### src/rtl/alu_pkg.sv
// Shared types and widths for the ALU program sequencer.
// Instruction layout: op[18:16], a[15:8], b[7:0].
package alu_pkg;

    localparam int ADDR_W  = 6;
    localparam int DATA_W  = 8;
    localparam int OP_W    = 3;
    localparam int INSTR_W = OP_W + 2 * DATA_W;
    localparam int CNT_W   = ADDR_W + 1;

    typedef enum logic [OP_W-1:0] {
        ADD = 3'd0,
        SUB = 3'd1,
        SHL = 3'd2,
        SHR = 3'd3,
        AND = 3'd4,
        OR  = 3'd5,
        XOR = 3'd6,
        NOT = 3'd7
    } op_t;

    typedef struct packed {
        op_t               op;
        logic [DATA_W-1:0] a;
        logic [DATA_W-1:0] b;
    } instr_t;

    typedef enum logic [2:0] {
        S_IDLE  = 3'd0,
        S_FETCH = 3'd1,
        S_EXEC  = 3'd2,
        S_WRITE = 3'd3,
        S_DONE  = 3'd4
    } seq_state_t;

endpackage

### src/rtl/alu_program_sequencer_seq_pc.sv
// Wrapping program counter for the sequencer.
// Holds the run's final address and flags when pc reaches it.
module seq_pc
    import alu_pkg::*;
(
    input  logic              clk1,
    input  logic              reset1,
    input  logic              load,
    input  logic              inc,
    input  logic [ADDR_W-1:0] load_addr,
    input  logic [ADDR_W-1:0] last_addr,
    output logic [ADDR_W-1:0] pc,
    output logic              at_last
);

    logic [ADDR_W-1:0] lastr;

    // Load the run window on start, else step modulo 64.
    always_ff @(posedge clk1 or posedge reset1) begin
        if (reset1) begin
            pc    <= '0;
            lastr <= '0;
        end else if (load) begin
            pc    <= load_addr;
            lastr <= last_addr;
        end else if (inc) begin
            pc    <= pc + 1'b1;
        end
    end

    assign at_last = (pc == lastr);

endmodule

### src/rtl/alu_program_sequencer.sv
// Fetch/execute/write sequencer driving the ROM and 8-bit ALU.
// Results leave through a valid/ready handshake.
module alu_program_sequencer
    import alu_pkg::*;
(
    input  logic               clk1,
    input  logic               reset1,
    input  logic               start,
    input  logic               abort,
    input  logic [ADDR_W-1:0]  start_addr,
    input  logic [ADDR_W-1:0]  last_addr,
    output logic [ADDR_W-1:0]  rom_addr,
    input  logic [INSTR_W-1:0] rom_data,
    output logic [OP_W-1:0]    alu_op,
    output logic [DATA_W-1:0]  alu_a,
    output logic [DATA_W-1:0]  alu_b,
    input  logic [DATA_W-1:0]  alu_result,
    output logic [DATA_W-1:0]  res_data,
    output logic [ADDR_W-1:0]  res_addr,
    output logic               res_zero,
    output logic               res_valid,
    input  logic               res_ready,
    output logic               busy,
    output logic               done,
    output logic [CNT_W-1:0]   instr_cnt
);

    seq_state_t        state;
    seq_state_t        nxt;
    instr_t            ir;
    logic [ADDR_W-1:0] pc;
    logic              at_last;
    logic              ld;
    logic              fire;
    logic              inc;

    assign ld   = (state == S_IDLE) && start && !abort;
    assign fire = (state == S_WRITE) && res_ready && !abort;
    assign inc  = fire && !at_last;

    seq_pc u_pc (
        .clk1      (clk1),
        .reset1    (reset1),
        .load      (ld),
        .inc       (inc),
        .load_addr (start_addr),
        .last_addr (last_addr),
        .pc        (pc),
        .at_last   (at_last)
    );

    // State register.
    always_ff @(posedge clk1 or posedge reset1) begin
        if (reset1) state <= S_IDLE;
        else        state <= nxt;
    end

    // Next state; abort overrides every other input.
    always_comb begin
        nxt = state;
        if (abort) begin
            nxt = S_IDLE;
        end else begin
            unique case (1'b1)
                (state == S_IDLE):  if (start) nxt = S_FETCH;
                (state == S_FETCH): nxt = S_EXEC;
                (state == S_EXEC):  nxt = S_WRITE;
                (state == S_WRITE):
                    if (res_ready)
                        nxt = at_last ? S_DONE : S_FETCH;
                (state == S_DONE):  nxt = S_IDLE;
                default:            nxt = S_IDLE;
            endcase
        end
    end

    // Instruction latch, result capture and run counter.
    always_ff @(posedge clk1 or posedge reset1) begin
        if (reset1) begin
            ir        <= '0;
            res_data  <= '0;
            res_addr  <= '0;
            instr_cnt <= '0;
        end else begin
            if (ld)
                instr_cnt <= '0;
            if (fire)
                instr_cnt <= instr_cnt + 1'b1;
            if ((state == S_FETCH) && !abort)
                ir <= instr_t'(rom_data);
            if ((state == S_EXEC) && !abort) begin
                res_data <= alu_result;
                res_addr <= pc;
            end
        end
    end

    assign rom_addr  = pc;
    assign alu_op    = ir.op;
    assign alu_a     = ir.a;
    assign alu_b     = ir.b;
    assign res_zero  = (res_data == '0);
    assign res_valid = (state == S_WRITE);
    assign busy      = (state != S_IDLE);
    assign done      = (state == S_DONE);

endmodule

### config.mk
export PLATFORM = sky130hd
export DESIGN_NAME = alu_program_sequencer
export DESIGN_NICKNAME = d
export VERILOG_FILES = /design/src/rtl/alu_pkg.sv /design/src/rtl/alu_program_sequencer_seq_pc.sv /design/src/rtl/alu_program_sequencer.sv
export SDC_FILE = /design/constraint.sdc
export NUM_CORES = 1
export LEC_CHECK = 0
export ABC_AREA = 1
export CAP_MARGIN = 0
export CORE_ASPECT_RATIO = 0.75
export CORE_MARGIN = 2
export CORE_UTILIZATION = 37
export CTS_CLUSTER_SIZE = 8
export DETAILED_ROUTE_END_ITERATION = 10
export HOLD_SLACK_MARGIN = 0.15
export PLACE_DENSITY = 0.68
export SYNTH_ARGS = -nofsm -noshare
export SYNTH_HDL_FRONTEND = slang
export SYNTH_SLANG_ARGS = --single-unit
### constraint.sdc
create_clock -name clk1 -period 1.75 [get_ports clk1]
set_input_delay 0.2625 -clock clk1 [delete_from_list [all_inputs] [get_ports clk1]]
set_output_delay 0.2625 -clock clk1 [all_outputs]
set_load 0.01 [all_outputs]
==> run summary <==
Slowest stage cell, crit path: clkdlybuf4s50_1
Req. time, crit path: 1.49 ns
DP HPWL: 4450 um
Period utilization: 93.7%
Ys Warns: 0
R2R Path End: alu_b[5]
Critical path, cell by cell: clkdlybuf4s50_1
Arrival @ worst endpoint: 1.38 ns
Clk_skew: 0.00927 ns
Reg-to-reg setup timing slack: 0.31 ns
Final Cell Area: 3770 um2
DR WL/cell: 12.8 um
Clk_lat worst skew: 0.30 ns
Post-synth EDFFs: 0
Via count: 2144
Outcome: finished, final reports clean
CTS tree: yes
Post-Synth Simple-Gate Area: 23.3%
Crit path kind: flop to output port
Fraction of registers with async set/reset: 100%
Slew Viols, Final: 0
Place WS: 0.0443 ns
Top-count cell post-synth: nand2_1
Register area: 1380 um2
Met2 WL: 2690 um
Met1 Wirelength: 2890 um
Worst hold path class: primary input to async pin
Final hold vios: 0
Root buffer cell: clkbuf_8
Largest net degree at the start of global routing: 56
Post-DRT Antenna Nets: 0
Top delay family on crit path: buffers and inverters
H-tree depth: 2
Sink Count: 55
Antenna diodes: 0
Rel. slew slack: 76.7%
Setup WS post-layout: 0.110 ns
Worst Max-Slew Pin Slew: 0.350 ns
First-pass GRT wire length: 9930 um
Initial DRC Count: 98
Drt total wl: 6010 um
CP max FO: 7
Die area: 7840 um2
Dpl cell area: 3680 um2
Unique masters post-synth: 28
Cts hold-fix bufs: 0
Largest family of logic cells by synthesized area: simple AND/OR/NAND/NOR gates
Compound-Gate Fraction of Synth Area: 5.54%
Total of max-cap violations: 0
Leak: 1.76 nW
R2R depth: 4
Port Buffers: 93
Met3 WL post-DR: 388 um
Min Tclk post-route: 1.64 ns
Mean Syn Cell Area: 9.65 um2
Crit path capture: rom_addr[0]
Top cells by area, synth: dfrtp_1, nand2_1, mux2_4, mux2_2, inv_1
Share of the synthesized area in the top cell type: 52.1%
Post-Syn Nets: 320
Placed Cells: 463
Vias in the first global route: 2113
Pwr Density: 1360 nW/um2
Cells after synthesis: 274
Highest Signal Layer: met4
Final setup vio count: 0
Share of cells above drive strength 1: 14.5%
#FFs+latches synth: 55
Setup TNS: 0 ns
CP Capture Type: output port
Area of the core: 6860 um2
Die width: 102 um
Peak supply drop: 0.539 mV
Gpl congestion: 0.896
FMAX: 0.610 GHz
IO Count: 94
Post-synth top area cell: dfrtp_1
Post-Synth XOR/XNOR Area: 0.663%
Non-Filler Instances: 471
Filler cell count: 654
Die height: 77.2 um
Setup crit start: u_pc.pc[0]
Post-route DRC: 0
Adder-Cell Fraction of Synth Area: 0.947%
Mapped cell area: 2640 um2
WP depth: 1
Vias/cell: 4.55
Total CTS buffers: 5
FF-to-FF Start: state[0]
Final-stage net count: 418
Crit path buf inv count: 1
Commonest cells post-synth: nand2_1, dfrtp_1, inv_1
Overflow after GRT: 0
RSZ-0062 raised after global routing: no
Max Root-Sink Buffers: 2
Utilization after layout: 55.0%
Overall power: 5.13 mW
CP peak stage delay: 0.59 ns
First-pass detailed-route iteration total: 4
Clk slew on worst S/H paths: 0.10 ns
Sequential area share after synthesis: 52.1%
Min Hold Slack: 0.313 ns
Area grow syn2layout: 42.7%
Starting density of the core: 38.5%
Mux contribution to synthesized area: 10.4%
Multi-input logic area: 1080 um2
Post-synth top flop: dfrtp_1
Initial antenna violation count: 0
Row count: 26
Total GRT Usage: 16.0%
Startpoint Class: flop
## cells in the final DEF, fill, tap and decap left out, types with 3 or more instances in the layout
master and instances:
nand4_1 4, o21ai_1 7, o21ai_0 11, dlygate4sd2_1 3, clkbuf_8 5, nand3_1 17
inv_2 3, buf_4 5, dfrtp_2 3, nor2_1 17, nand2_1 74, clkdlybuf4s50_1 89
a21oi_1 8, inv_1 26, mux2_4 10, dfrtp_1 52, nand3_4 3, mux2_2 11
clkinv_2 3
## report_power, final
group          switching [mW]  total [mW]  internal, mW
clock network           0.404       0.680         0.275
registers               0.377        2.14          1.76
logic                   0.962        2.31          1.35
total                    1.74        5.13          3.38
## worst register-to-register path, cell delays in order (launching register included)
cell and delay (ns):
dfrtp_1 0.43, inv_2 0.10, nor2_4 0.12, nand3_4 0.29, mux2_4 0.40
## worst min-delay path by stage
| stage | startpoint | endpoint | slack [ns] | depth (start not counted) |
|---|---|---|---|---|
| 2_1_floorplan | last_addr[0] | u_pc.lastr[0] | 0.38 | 2 |
| 3_3_place_gp | res_addr[0] | res_addr[0] | 0.47 | 2 |
| 3_5_place_dp | res_addr[0] | res_addr[0] | 0.47 | 2 |
| 4_1_cts | reset1 | alu_a[0] | 0.32 | 3 |
| 5_1_grt | reset1 | alu_a[2] | 0.31 | 3 |
| 6_report | reset1 | alu_a[2] | 0.31 | 3 |
## per-layer routing
| layer | global-route usage, % | vias to the layer above |
|---|---|---|
| li1 | - | 1083 |
| met1 | 23.1 | 988 |
| met2 | 23.9 | 69 |
| met3 | 4.28 | 4 |
| met4 | 3.38 | 0 |
| met5 | 0 | - |
## registers in the layout (all words and copies together), names as in the netlist
register and count:
alu_a 8, alu_b 8, alu_op 3, instr_cnt 7, res_addr 6, res_data 8, state 3, u_pc.lastr 6
u_pc.pc 6
## final cells by class
type                            count  area share (%)
Inverter                           30            3.12
Clock inverter                      3           0.398
Timing Repair Buffer               99            26.2
Sequential cell                    55            36.6
Multi-Input combinational cell    181            28.7
Tap cell                           98            3.25
Clock buffer                        5            1.82
## kinds of logic after synthesis
logic type,count (synthesis)
compound gates,28
xor+xnor,2
fa+ha+maj,2
buf+inv,38
flops,55
mux,21
simple gates,128
## timing repair
item / in CTS / in global routing
gates cloned: 0 / 0
setup buffers: 0 / 0
endpoints found under the setup margin: 4 / 3
gates resized for setup: 4 / 4
(Power assumes the default switching activity.)
